<file path="config.mk">
export PLATFORM = sky130hd
export DESIGN_NAME = trap_sequencer_flat
export DESIGN_NICKNAME = d
export VERILOG_FILES = /design/src/rtl/trap_sequencer_pkg.sv /design/src/rtl/trap_sequencer_if.sv /design/src/rtl/trap_sequencer_exc_prio_enc.sv /design/src/rtl/trap_sequencer.sv /design/src/flat_wrapper.sv
export SDC_FILE = /design/constraint.sdc
export NUM_CORES = 1
export LEC_CHECK = 0
export CAP_MARGIN = 0
export CORE_AREA = 4 4 255 257
export CTS_BUF_LIST = sky130_fd_sc_hd__clkbuf_8
export DETAILED_ROUTE_END_ITERATION = 6
export DIE_AREA = 0 0 259 261
export SLEW_MARGIN = 20
export SYNTH_ARGS = -nofsm -noshare
export SYNTH_HDL_FRONTEND = slang
export SYNTH_SLANG_ARGS = --single-unit
</file>
<file path="constraint.sdc">
create_clock -name clk -period 8.65 [get_ports clk]
set_clock_uncertainty 0.05 [all_clocks]
set_input_delay 1.73 -clock clk [delete_from_list [all_inputs] [get_ports clk]]
set_output_delay 1.73 -clock clk [all_outputs]
set_load 0.1 [all_outputs]
</file>
<file path="src/rtl/trap_sequencer_pkg.sv">
// Shared definitions for the trap sequencer: exception bit map, cause codes, FSM states.
package trap_pkg;

  localparam int EXC_W   = 7;
  localparam int CAUSE_W = 5;

  localparam int EXC_LD_MISALIGN = 0;
  localparam int EXC_LD_PAGE     = 1;
  localparam int EXC_ST_MISALIGN = 2;
  localparam int EXC_ST_PAGE     = 3;
  localparam int EXC_ILLEGAL     = 4;
  localparam int EXC_ECALL       = 5;
  localparam int EXC_BREAKPOINT  = 6;

  localparam logic [CAUSE_W-1:0] CAUSE_LD_MISALIGN = 5'd4;
  localparam logic [CAUSE_W-1:0] CAUSE_LD_PAGE     = 5'd13;
  localparam logic [CAUSE_W-1:0] CAUSE_ST_MISALIGN = 5'd6;
  localparam logic [CAUSE_W-1:0] CAUSE_ST_PAGE     = 5'd15;
  localparam logic [CAUSE_W-1:0] CAUSE_ILLEGAL     = 5'd2;
  localparam logic [CAUSE_W-1:0] CAUSE_ECALL       = 5'd11;
  localparam logic [CAUSE_W-1:0] CAUSE_BREAKPOINT  = 5'd3;

  typedef enum logic [1:0] {
    IDLE  = 2'd0,
    SAVE  = 2'd1,
    REDIR = 2'd2,
    RET   = 2'd3
  } trap_state_e;

endpackage

</file>
<file path="src/rtl/trap_sequencer_if.sv">
// Exception-detector / CSR / PC-mux bundle seen by the trap sequencer.
interface trap_sequencer_if import trap_pkg::*; #(parameter int N = 64);

  logic [EXC_W-1:0] exc_F;
  logic [EXC_W-1:0] exc_D;
  logic [EXC_W-1:0] exc_E;
  logic [N-1:0]     pc_F;
  logic [N-1:0]     pc_D;
  logic [N-1:0]     pc_E;
  logic [N-1:0]     addr_E;
  logic             mret_E;
  logic [N-1:0]     mtvec;
  logic [N-1:0]     mepc_q;
  logic             redir_ready;
  logic             flush;
  logic             stall;
  logic             csr_we;
  logic [N-1:0]     mepc_d;
  logic [N-1:0]     mcause_d;
  logic [N-1:0]     mtval_d;
  logic             redir_valid;
  logic [N-1:0]     redir_pc;
  logic             busy;

  modport slave (
    input  exc_F, exc_D, exc_E, pc_F, pc_D, pc_E, addr_E, mret_E,
           mtvec, mepc_q, redir_ready,
    output flush, stall, csr_we, mepc_d, mcause_d, mtval_d,
           redir_valid, redir_pc, busy
  );

  modport master (
    output exc_F, exc_D, exc_E, pc_F, pc_D, pc_E, addr_E, mret_E,
           mtvec, mepc_q, redir_ready,
    input  flush, stall, csr_we, mepc_d, mcause_d, mtval_d,
           redir_valid, redir_pc, busy
  );

endinterface

</file>
<file path="src/rtl/trap_sequencer_exc_prio_enc.sv">
// Per-stage priority encoder: picks the highest-priority exception bit and maps it to a cause.
module exc_prio_enc
  import trap_pkg::*;
(
  input  logic [EXC_W-1:0]   exc_i,
  output logic               valid_o,
  output logic [CAUSE_W-1:0] cause_o,
  output logic               uses_addr_o
);

  // Priority b6 > b4 > b5 > b2 > b0 > b3 > b1; misaligned beats page fault.
  always_comb begin
    valid_o     = |exc_i;
    cause_o     = 5'd0;
    uses_addr_o = 1'b0;
    if (exc_i[EXC_BREAKPOINT]) begin
      cause_o = CAUSE_BREAKPOINT;
    end else if (exc_i[EXC_ILLEGAL]) begin
      cause_o = CAUSE_ILLEGAL;
    end else if (exc_i[EXC_ECALL]) begin
      cause_o = CAUSE_ECALL;
    end else if (exc_i[EXC_ST_MISALIGN]) begin
      cause_o     = CAUSE_ST_MISALIGN;
      uses_addr_o = 1'b1;
    end else if (exc_i[EXC_LD_MISALIGN]) begin
      cause_o     = CAUSE_LD_MISALIGN;
      uses_addr_o = 1'b1;
    end else if (exc_i[EXC_ST_PAGE]) begin
      cause_o     = CAUSE_ST_PAGE;
      uses_addr_o = 1'b1;
    end else if (exc_i[EXC_LD_PAGE]) begin
      cause_o     = CAUSE_LD_PAGE;
      uses_addr_o = 1'b1;
    end else begin
      cause_o     = 5'd0;
      uses_addr_o = 1'b0;
    end
  end

endmodule

</file>
<file path="src/rtl/trap_sequencer.sv">
// Precise trap / mret sequencer. Define TRAP_MTVAL_EN to produce a real mtval; otherwise mtval is 0.
module trap_sequencer
  import trap_pkg::*;
#(
  parameter int N = 64
) (
  input  logic           clk,
  input  logic           reset,
  trap_sequencer_if.slave bus
);

  logic               f_valid_s, d_valid_s, e_valid_s;
  logic [CAUSE_W-1:0] f_cause_s, d_cause_s, e_cause_s;
  logic               f_addr_s, d_addr_s, e_addr_s;

  exc_prio_enc u_enc_f (.exc_i(bus.exc_F), .valid_o(f_valid_s), .cause_o(f_cause_s), .uses_addr_o(f_addr_s));
  exc_prio_enc u_enc_d (.exc_i(bus.exc_D), .valid_o(d_valid_s), .cause_o(d_cause_s), .uses_addr_o(d_addr_s));
  exc_prio_enc u_enc_e (.exc_i(bus.exc_E), .valid_o(e_valid_s), .cause_o(e_cause_s), .uses_addr_o(e_addr_s));

  logic               sel_valid_s;
  logic [CAUSE_W-1:0] sel_cause_s;
  logic               sel_addr_s;
  logic [N-1:0]       sel_pc_s;

  // Oldest faulting stage wins: E, then D, then F.
  always_comb begin
    sel_valid_s = 1'b0;
    sel_cause_s = 5'd0;
    sel_addr_s  = 1'b0;
    sel_pc_s    = '0;
    if (e_valid_s) begin
      sel_valid_s = 1'b1;
      sel_cause_s = e_cause_s;
      sel_addr_s  = e_addr_s;
      sel_pc_s    = bus.pc_E;
    end else if (d_valid_s) begin
      sel_valid_s = 1'b1;
      sel_cause_s = d_cause_s;
      sel_addr_s  = d_addr_s;
      sel_pc_s    = bus.pc_D;
    end else if (f_valid_s) begin
      sel_valid_s = 1'b1;
      sel_cause_s = f_cause_s;
      sel_addr_s  = f_addr_s;
      sel_pc_s    = bus.pc_F;
    end else begin
      sel_valid_s = 1'b0;
    end
  end

  trap_state_e state_q, state_d;

  // FSM state register.
  always_ff @(posedge clk or posedge reset) begin
    if (reset) state_q <= IDLE;
    else       state_q <= state_d;
  end

  // Next state; anything arriving outside IDLE is dropped.
  always_comb begin
    state_d = state_q;
    case (state_q)
      IDLE: begin
        if (sel_valid_s)     state_d = SAVE;
        else if (bus.mret_E) state_d = RET;
        else                 state_d = IDLE;
      end
      SAVE:  state_d = REDIR;
      REDIR: state_d = bus.redir_ready ? IDLE : REDIR;
      RET:   state_d = bus.redir_ready ? IDLE : RET;
      default: state_d = IDLE;
    endcase
  end

  logic               capture_s;
  logic [N-1:0]       epc_q, epc_d;
  logic [CAUSE_W-1:0] cause_q, cause_d;
  logic [N-1:0]       redir_pc_q, redir_pc_d;
  logic               flush_q, stall_q, csr_we_q, redir_valid_q, busy_q;

  assign capture_s = (state_q == IDLE) && sel_valid_s;
  assign epc_d     = capture_s ? sel_pc_s : epc_q;
  assign cause_d   = capture_s ? sel_cause_s : cause_q;

  // Redirect target is frozen on entry so it stays stable until accepted.
  always_comb begin
    redir_pc_d = redir_pc_q;
    if (state_q == SAVE) begin
      redir_pc_d = {bus.mtvec[N-1:2], 2'b00};
    end else if ((state_q == IDLE) && (state_d == RET)) begin
      redir_pc_d = bus.mepc_q;
    end else begin
      redir_pc_d = redir_pc_q;
    end
  end

  // Captured trap record, redirect target and registered Moore outputs.
  always_ff @(posedge clk or posedge reset) begin
    if (reset) begin
      epc_q         <= '0;
      cause_q       <= 5'd0;
      redir_pc_q    <= '0;
      flush_q       <= 1'b0;
      stall_q       <= 1'b0;
      csr_we_q      <= 1'b0;
      redir_valid_q <= 1'b0;
      busy_q        <= 1'b0;
    end else begin
      epc_q         <= epc_d;
      cause_q       <= cause_d;
      redir_pc_q    <= redir_pc_d;
      flush_q       <= (state_d == SAVE) || ((state_d == RET) && (state_q == IDLE));
      stall_q       <= (state_d != IDLE);
      csr_we_q      <= (state_d == SAVE);
      redir_valid_q <= (state_d == REDIR) || (state_d == RET);
      busy_q        <= (state_d != IDLE);
    end
  end

`ifdef TRAP_MTVAL_EN
  logic [N-1:0] tval_q, tval_d, tval_sel_s;

  // Memory faults report the data address, breakpoints their own pc.
  always_comb begin
    tval_sel_s = '0;
    if (sel_addr_s)                          tval_sel_s = bus.addr_E;
    else if (sel_cause_s == CAUSE_BREAKPOINT) tval_sel_s = sel_pc_s;
    else                                     tval_sel_s = '0;
  end

  assign tval_d = capture_s ? tval_sel_s : tval_q;

  // Trap value register.
  always_ff @(posedge clk or posedge reset) begin
    if (reset) tval_q <= '0;
    else       tval_q <= tval_d;
  end

  assign bus.mtval_d = tval_q;
`else
  logic unused_s;
  assign unused_s    = &{1'b0, sel_addr_s, bus.addr_E};
  assign bus.mtval_d = '0;
`endif

  assign bus.flush       = flush_q;
  assign bus.stall       = stall_q;
  assign bus.csr_we      = csr_we_q;
  assign bus.mepc_d      = epc_q;
  assign bus.mcause_d    = {{(N-CAUSE_W){1'b0}}, cause_q};
  assign bus.redir_valid = redir_valid_q;
  assign bus.redir_pc    = redir_pc_q;
  assign bus.busy        = busy_q;

endmodule

</file>
<file path="src/flat_wrapper.sv">
// flat-port wrapper written by rule: the top's interface ports become plain ports
module trap_sequencer_flat import trap_pkg::*;
#(
  parameter int N = 64
)
  (clk, reset, bus_exc_F, bus_exc_D, bus_exc_E, bus_pc_F, bus_pc_D, bus_pc_E, bus_addr_E, bus_mret_E, bus_mtvec, bus_mepc_q, bus_redir_ready, bus_flush, bus_stall, bus_csr_we, bus_mepc_d, bus_mcause_d, bus_mtval_d, bus_redir_valid, bus_redir_pc, bus_busy);
  trap_sequencer_if #(.N(N)) bus_i ();
  input  logic clk;
  input  logic reset;
  input wire logic [$bits(bus_i.exc_F)-1:0] bus_exc_F;
  input wire logic [$bits(bus_i.exc_D)-1:0] bus_exc_D;
  input wire logic [$bits(bus_i.exc_E)-1:0] bus_exc_E;
  input wire logic [$bits(bus_i.pc_F)-1:0] bus_pc_F;
  input wire logic [$bits(bus_i.pc_D)-1:0] bus_pc_D;
  input wire logic [$bits(bus_i.pc_E)-1:0] bus_pc_E;
  input wire logic [$bits(bus_i.addr_E)-1:0] bus_addr_E;
  input wire logic [$bits(bus_i.mret_E)-1:0] bus_mret_E;
  input wire logic [$bits(bus_i.mtvec)-1:0] bus_mtvec;
  input wire logic [$bits(bus_i.mepc_q)-1:0] bus_mepc_q;
  input wire logic [$bits(bus_i.redir_ready)-1:0] bus_redir_ready;
  output wire logic [$bits(bus_i.flush)-1:0] bus_flush;
  output wire logic [$bits(bus_i.stall)-1:0] bus_stall;
  output wire logic [$bits(bus_i.csr_we)-1:0] bus_csr_we;
  output wire logic [$bits(bus_i.mepc_d)-1:0] bus_mepc_d;
  output wire logic [$bits(bus_i.mcause_d)-1:0] bus_mcause_d;
  output wire logic [$bits(bus_i.mtval_d)-1:0] bus_mtval_d;
  output wire logic [$bits(bus_i.redir_valid)-1:0] bus_redir_valid;
  output wire logic [$bits(bus_i.redir_pc)-1:0] bus_redir_pc;
  output wire logic [$bits(bus_i.busy)-1:0] bus_busy;
  assign bus_i.exc_F = bus_exc_F;
  assign bus_i.exc_D = bus_exc_D;
  assign bus_i.exc_E = bus_exc_E;
  assign bus_i.pc_F = bus_pc_F;
  assign bus_i.pc_D = bus_pc_D;
  assign bus_i.pc_E = bus_pc_E;
  assign bus_i.addr_E = bus_addr_E;
  assign bus_i.mret_E = bus_mret_E;
  assign bus_i.mtvec = bus_mtvec;
  assign bus_i.mepc_q = bus_mepc_q;
  assign bus_i.redir_ready = bus_redir_ready;
  assign bus_flush = bus_i.flush;
  assign bus_stall = bus_i.stall;
  assign bus_csr_we = bus_i.csr_we;
  assign bus_mepc_d = bus_i.mepc_d;
  assign bus_mcause_d = bus_i.mcause_d;
  assign bus_mtval_d = bus_i.mtval_d;
  assign bus_redir_valid = bus_i.redir_valid;
  assign bus_redir_pc = bus_i.redir_pc;
  assign bus_busy = bus_i.busy;
  trap_sequencer #(.N(N)) u_core (.clk(clk), .reset(reset), .bus(bus_i));
endmodule
</file>
Yosys cells after proc, flatten, opt, wreduce, memory -nomap -nowiden

Cells that the tools add are included.

$add $sub $neg: 0
Multipliers: 0
Divide/modulo/power cells: 0
Magnitude comparators: 0
Equality and inequality tests: 6
Shift-type cells: 0
Multiplexer cells: 37
Bitwise gates (word level): 0
Reductions and logical operators: 10

Operators with widths:

| operator                                      | number |
|---|---|
| two-way mux 64 bit                            | 5 |
| two-way mux 4 bit                             | 22 |
| OR reduction 7 bit                            | 3 |
| two-way mux 5 bit                             | 2 |
| == test 2 bit, second input constant          | 4 |
| two-way mux 2 bit                             | 4 |
| one-hot mux 2 bit (4 select lines)            | 1 |
| == test 2 x 1 -> 1 bit, second input constant | 2 |
| nonzero test 2 bit                            | 2 |
| two-way mux 1 bit                             | 3 |
| logical AND 1 bit                             | 2 |
| zero test 2 bit                               | 1 |
| logical OR 1 bit                              | 2 |

Register bits: 139
Latch bits: 0
RAM bits: 0
ROM bits: 0
Input bits: 409
Output and inout port bits: 261
Logic and storage cells: 61
Memories kept: 0

Depth between registers and ports, before layout

Word-level depth: 10
Depth in mapped cells: 7
Mapped depth without buffers: 5

Cells and area by module

A second synthesis with hierarchy kept.

Cell total of the unflattened synthesis: 932
Area total of the unflattened synthesis: 9253.9 um^2

By module, submodules not included:

| module         | times used | cells an instance | area an instance (um^2) |
|---|---|---|---|
| trap_sequencer | 1          | 887               | 8976.1 |
| exc_prio_enc   | 3          | 15                | 92.6 |

Worst setup path after synthesis

Ideal clock, no wire load.

Path type: in2reg
From: input bus_exc_F[5]
To: register u_core.cause_q[3]
Setup time: 110 ps
Arrival: 3047 ps
Setup slack: 5443 ps
Cell stages on the path: 7
Path through: or3_1 > nand2b_1 > o21ai_2 > buf_6 > buf_4 > nand2_1 > o41ai_1

Cells in the longest elaborated chain, start to end: 6
Elaborated cells between the ends (all ways): 11
Classes of those cells: mux: 9; reduce/logical: 2

Ends and longest elaborated chain:

| item                 | line                              | source |
|---|---|---|
| start, declared      | flat_wrapper.sv:10                | `input wire logic [$bits(bus_i.exc_F)-1:0] bus_exc_F;` |
| two-way mux 4 bit    | trap_sequencer_exc_prio_enc.sv:20 | `end else if (exc_i[EXC_ECALL]) begin` |
| two-way mux 4 bit    | trap_sequencer_exc_prio_enc.sv:18 | `end else if (exc_i[EXC_ILLEGAL]) begin` |
| two-way mux 4 bit    | trap_sequencer_exc_prio_enc.sv:16 | `if (exc_i[EXC_BREAKPOINT]) begin` |
| two-way mux 4 bit    | trap_sequencer.sv:41              | `end else if (f_valid_s) begin` |
| two-way mux 5 bit    | trap_sequencer.sv:36              | `end else if (d_valid_s) begin` |
| two-way mux 5 bit    | trap_sequencer.sv:31              | `if (e_valid_s) begin` |
| end signal, assigned | trap_sequencer.sv:110             | `cause_q <= cause_d;` |
| end, declared        | trap_sequencer.sv:77              | `logic [CAUSE_W-1:0] cause_q, cause_d;` |

Parallel ways exist; a longest one is shown, timed or not.
A chain may end at the register's enable or synchronous reset.

Worst setup path after layout

From: input bus_exc_E[1]
To: register u_core.epc_q[25] (netlist: u_core.bus.mepc_d[25])

Cells in the longest elaborated chain, start to end: 3
Elaborated cells between the ends (all ways): 4
Classes of those cells: mux: 2; reduce/logical: 2

Ends and longest elaborated chain:

| item                   | line                              | source |
|---|---|---|
| start, declared        | flat_wrapper.sv:12                | `input wire logic [$bits(bus_i.exc_E)-1:0] bus_exc_E;` |
| OR reduction 7 bit (*) | trap_sequencer_exc_prio_enc.sv:13 | `valid_o = \|exc_i;` |
| two-way mux 1 bit      | trap_sequencer.sv:31              |  |
| logical AND 1 bit      | trap_sequencer.sv:81              | `assign capture_s = (state_q == IDLE) && sel_valid_s;` |
| end signal, assigned   | trap_sequencer.sv:109             | `epc_q <= epc_d;` |
| end, declared          | trap_sequencer.sv:76              | `logic [N-1:0] epc_q, epc_d;` |

Mark *: on every way between the ends. The rest lies on a longest branch, timed or not.

==> metrics.yaml <==
p_total_mw: 5.61
ys_ff_latch: 137
die_h_um: 261
p_leak_nw: 5.31
post_drt_wl_per_cell_um: 16.1
ys_warn_count: 0
cp_cell_sequence: "clkdlybuf4s50_1, nor4_2, nand2_2, buf_4, a221oi_1, o31ai_1"
layout_commonest_cell: "clkdlybuf4s50_1"
root_buffer: "clkbuf_8"
cp_slowest_cell: "nor4_2"
final_cell_mix: "clkdlybuf4s50_1, nand2_1, dfrtp_1, nor2_1, conb_1"
num_io_pins: 670
nNetsFinal: 1759
vdd_drop_max_mv: 0.193
post_cts_buffers: 0
setup_slack_ns: 4.19
pre_cts_slack_ns: 3.55
clkSlewWorstSetupHoldPaths_ns: 0.08
yosysUniqueCellTypes: 33
first_global_vias: 8007
synth_edf_count: 0
cap_violations: 0
antenna_left: 0
die_area_um2: 67600
rrSetupSlack_ns: 6.32
hold_violations: 0
tightestPinTransition_ns: 1.10
reg2reg_from: "u_core.bus.redir_valid"
wl_mm: 35.6
numCtsBuffers: 17
clock_path_buffers: 2
antenna_found_initial: 3
syn_area_um2: 7740
track_usage: 0.0987
whs_ns: 0.426
cp_max_fo: 49
run_status: "finished clean"
endpoint_kind: "register"
initial_core_util: 0.123
ys_async_sr_fraction: 1.00
dpl.cell_count: 2177
cp.depth: 6
slew_violations: 0
ys_seq_area_frac: 0.443
grt_max_degree: 99
met3_usage: 0.0420
cts.sinks: 137
drive_gt1_frac: 0.0433
cts_resized: 0
period_minus_slack_ns: 4.46
drc: 0
hold_class: "reg -> reg"
grt_most_used_layer: "met2"
initialDrtViolationCount: 295
syn2layout_area_growth_pct: 71.5
fin_cells: 2211
setup.worst_path.end: "u_core.bus.mepc_d[25]"
fin_util: 0.212
vias: 8089
die_w_um: 259
clock.fmax_ghz: 0.224
holdBufCountCts: 0
synthFlopType: "dfrtp_1"
rr_endpoint: "u_core.bus.redir_pc[7]"
crit_path_start_kind: "input port"
critical_path_required_ns: 8.96
cts.htree.levels: 4
tritoncts: "built"
portBuffers: 479
clock_latency_ns: 0.52
cp_num_buf_inv: 2
dr.pass1.iters: 4
final-setup-viol-count: 0
grt_overflow: 0
final_area_um2: 13300
rsz0062_at_grt: "no"
critPathKind: "in -> reg"
vias_per_cell: 3.66
grt_pass1_wl_mm: 49.4
synthCells: 909
gp_congestion: 0.833
use_met1: 0.106
place_area_um2: 12900
finalCritPeriodShare: 0.516
core-area_um2: 62700
power.density_nw_per_um2: 423
tns_ns: 0
cpLargestDelayFamily: "simple AND/OR/NAND/NOR gates"
hpwl_mm: 28.2
avgSynthCellArea_um2: 8.52
cp.arrival_ns: 4.77
cpPeakStageDelay_ns: 0.94
rows: 92
max_slew_margin: 0.262
worst_r2r_path_depth: 4
use_met2: 0.166
startpoint: "bus_exc_E[1]"
[routing by layer]
layer,up-vias,wire [um]
met5,-,0
met4,0,1540
met3,54,3690
met2,444,17000
met1,3781,13400
li1,3810,-
[flip-flops by register name, indices dropped and copies added, names as in the netlist]
name and count:
u_core.state_q 1, u_core.bus.busy 1, u_core.bus.flush 1, u_core.bus.mepc_d 64, u_core.bus.csr_we 1, u_core.bus.redir_pc 64, u_core.cause_q 4, u_core.bus.redir_valid 1
[power by group]
part	leakage (nW)	switching (mW)	internal (mW)	total (mW)
logic	3.53	3.09	0.856	3.94
clock network	0.185	0.295	0.247	0.542
registers	1.60	0.180	0.951	1.13
total	5.31	3.56	2.05	5.61
[synthesized netlist by cell type (2+ instances only)]
cell	instances	area share
nand2_1	199	0.096
dfrtp_1	137	0.44
nor2_1	136	0.066
buf_4	132	0.13
o31ai_1	67	0.065
a221oi_1	64	0.072
a31oi_1	63	0.051
clkbuf_1	44	0.021
buf_2	10	0.0065
a21oi_1	7	0.0045
buf_6	7	0.010
nor2b_1	5	0.0040
nor3_1	5	0.0032
inv_1	4	0.0019
nand4_1	3	0.0024
o21ai_0	3	0.0019
a2111oi_0	2	0.0023
and4_1	2	0.0023
nand2b_1	2	0.0016
nand3_1	2	0.0013
or2_2	2	0.0016
or3_1	2	0.0016
[tightest hold or removal path, cell delays in order (launching register included)]
cell	delay, ns
dfrtp_1	0.34
nand2_1	0.05
o31ai_1	0.05
[area by class of cell]
class | instances | area [um^2]
well taps | 846 | 1060
clock buffers | 20 | 275
clock inverters | 11 | 96.3
inverters | 5 | 23.8
flip-flops and latches | 137 | 3430
multi-input cells | 697 | 3510
diodes | 3 | 7.51
fillers | 6898 | 49500
repair buffers | 492 | 4880
[kinds of logic after synthesis]
kind of cell           count (synthesis)  synth area share
other                                  1          0.000484
buffers and inverters                198             0.168
AND/OR/NAND/NOR                      362             0.186
AO/OA/AOI/OAI                        211             0.202
flip-flops                           137             0.443
[worst min path at each step]
stage / start / end / cells past startpoint
2_1_floorplan: u_core.state_q[0] / u_core.state_q[0] / 2
6_report: u_core.bus.mepc_d[9] / u_core.bus.mepc_d[9] / 2
3_5_place_dp: u_core.bus.mepc_d[19] / u_core.bus.mepc_d[19] / 2
3_3_place_gp: u_core.bus.mepc_d[34] / u_core.bus.mepc_d[34] / 2
4_1_cts: u_core.bus.mepc_d[34] / u_core.bus.mepc_d[34] / 2
5_1_grt: u_core.bus.mepc_d[54] / u_core.bus.mepc_d[54] / 2
Note: power is estimated with default switching activity, not from simulation.
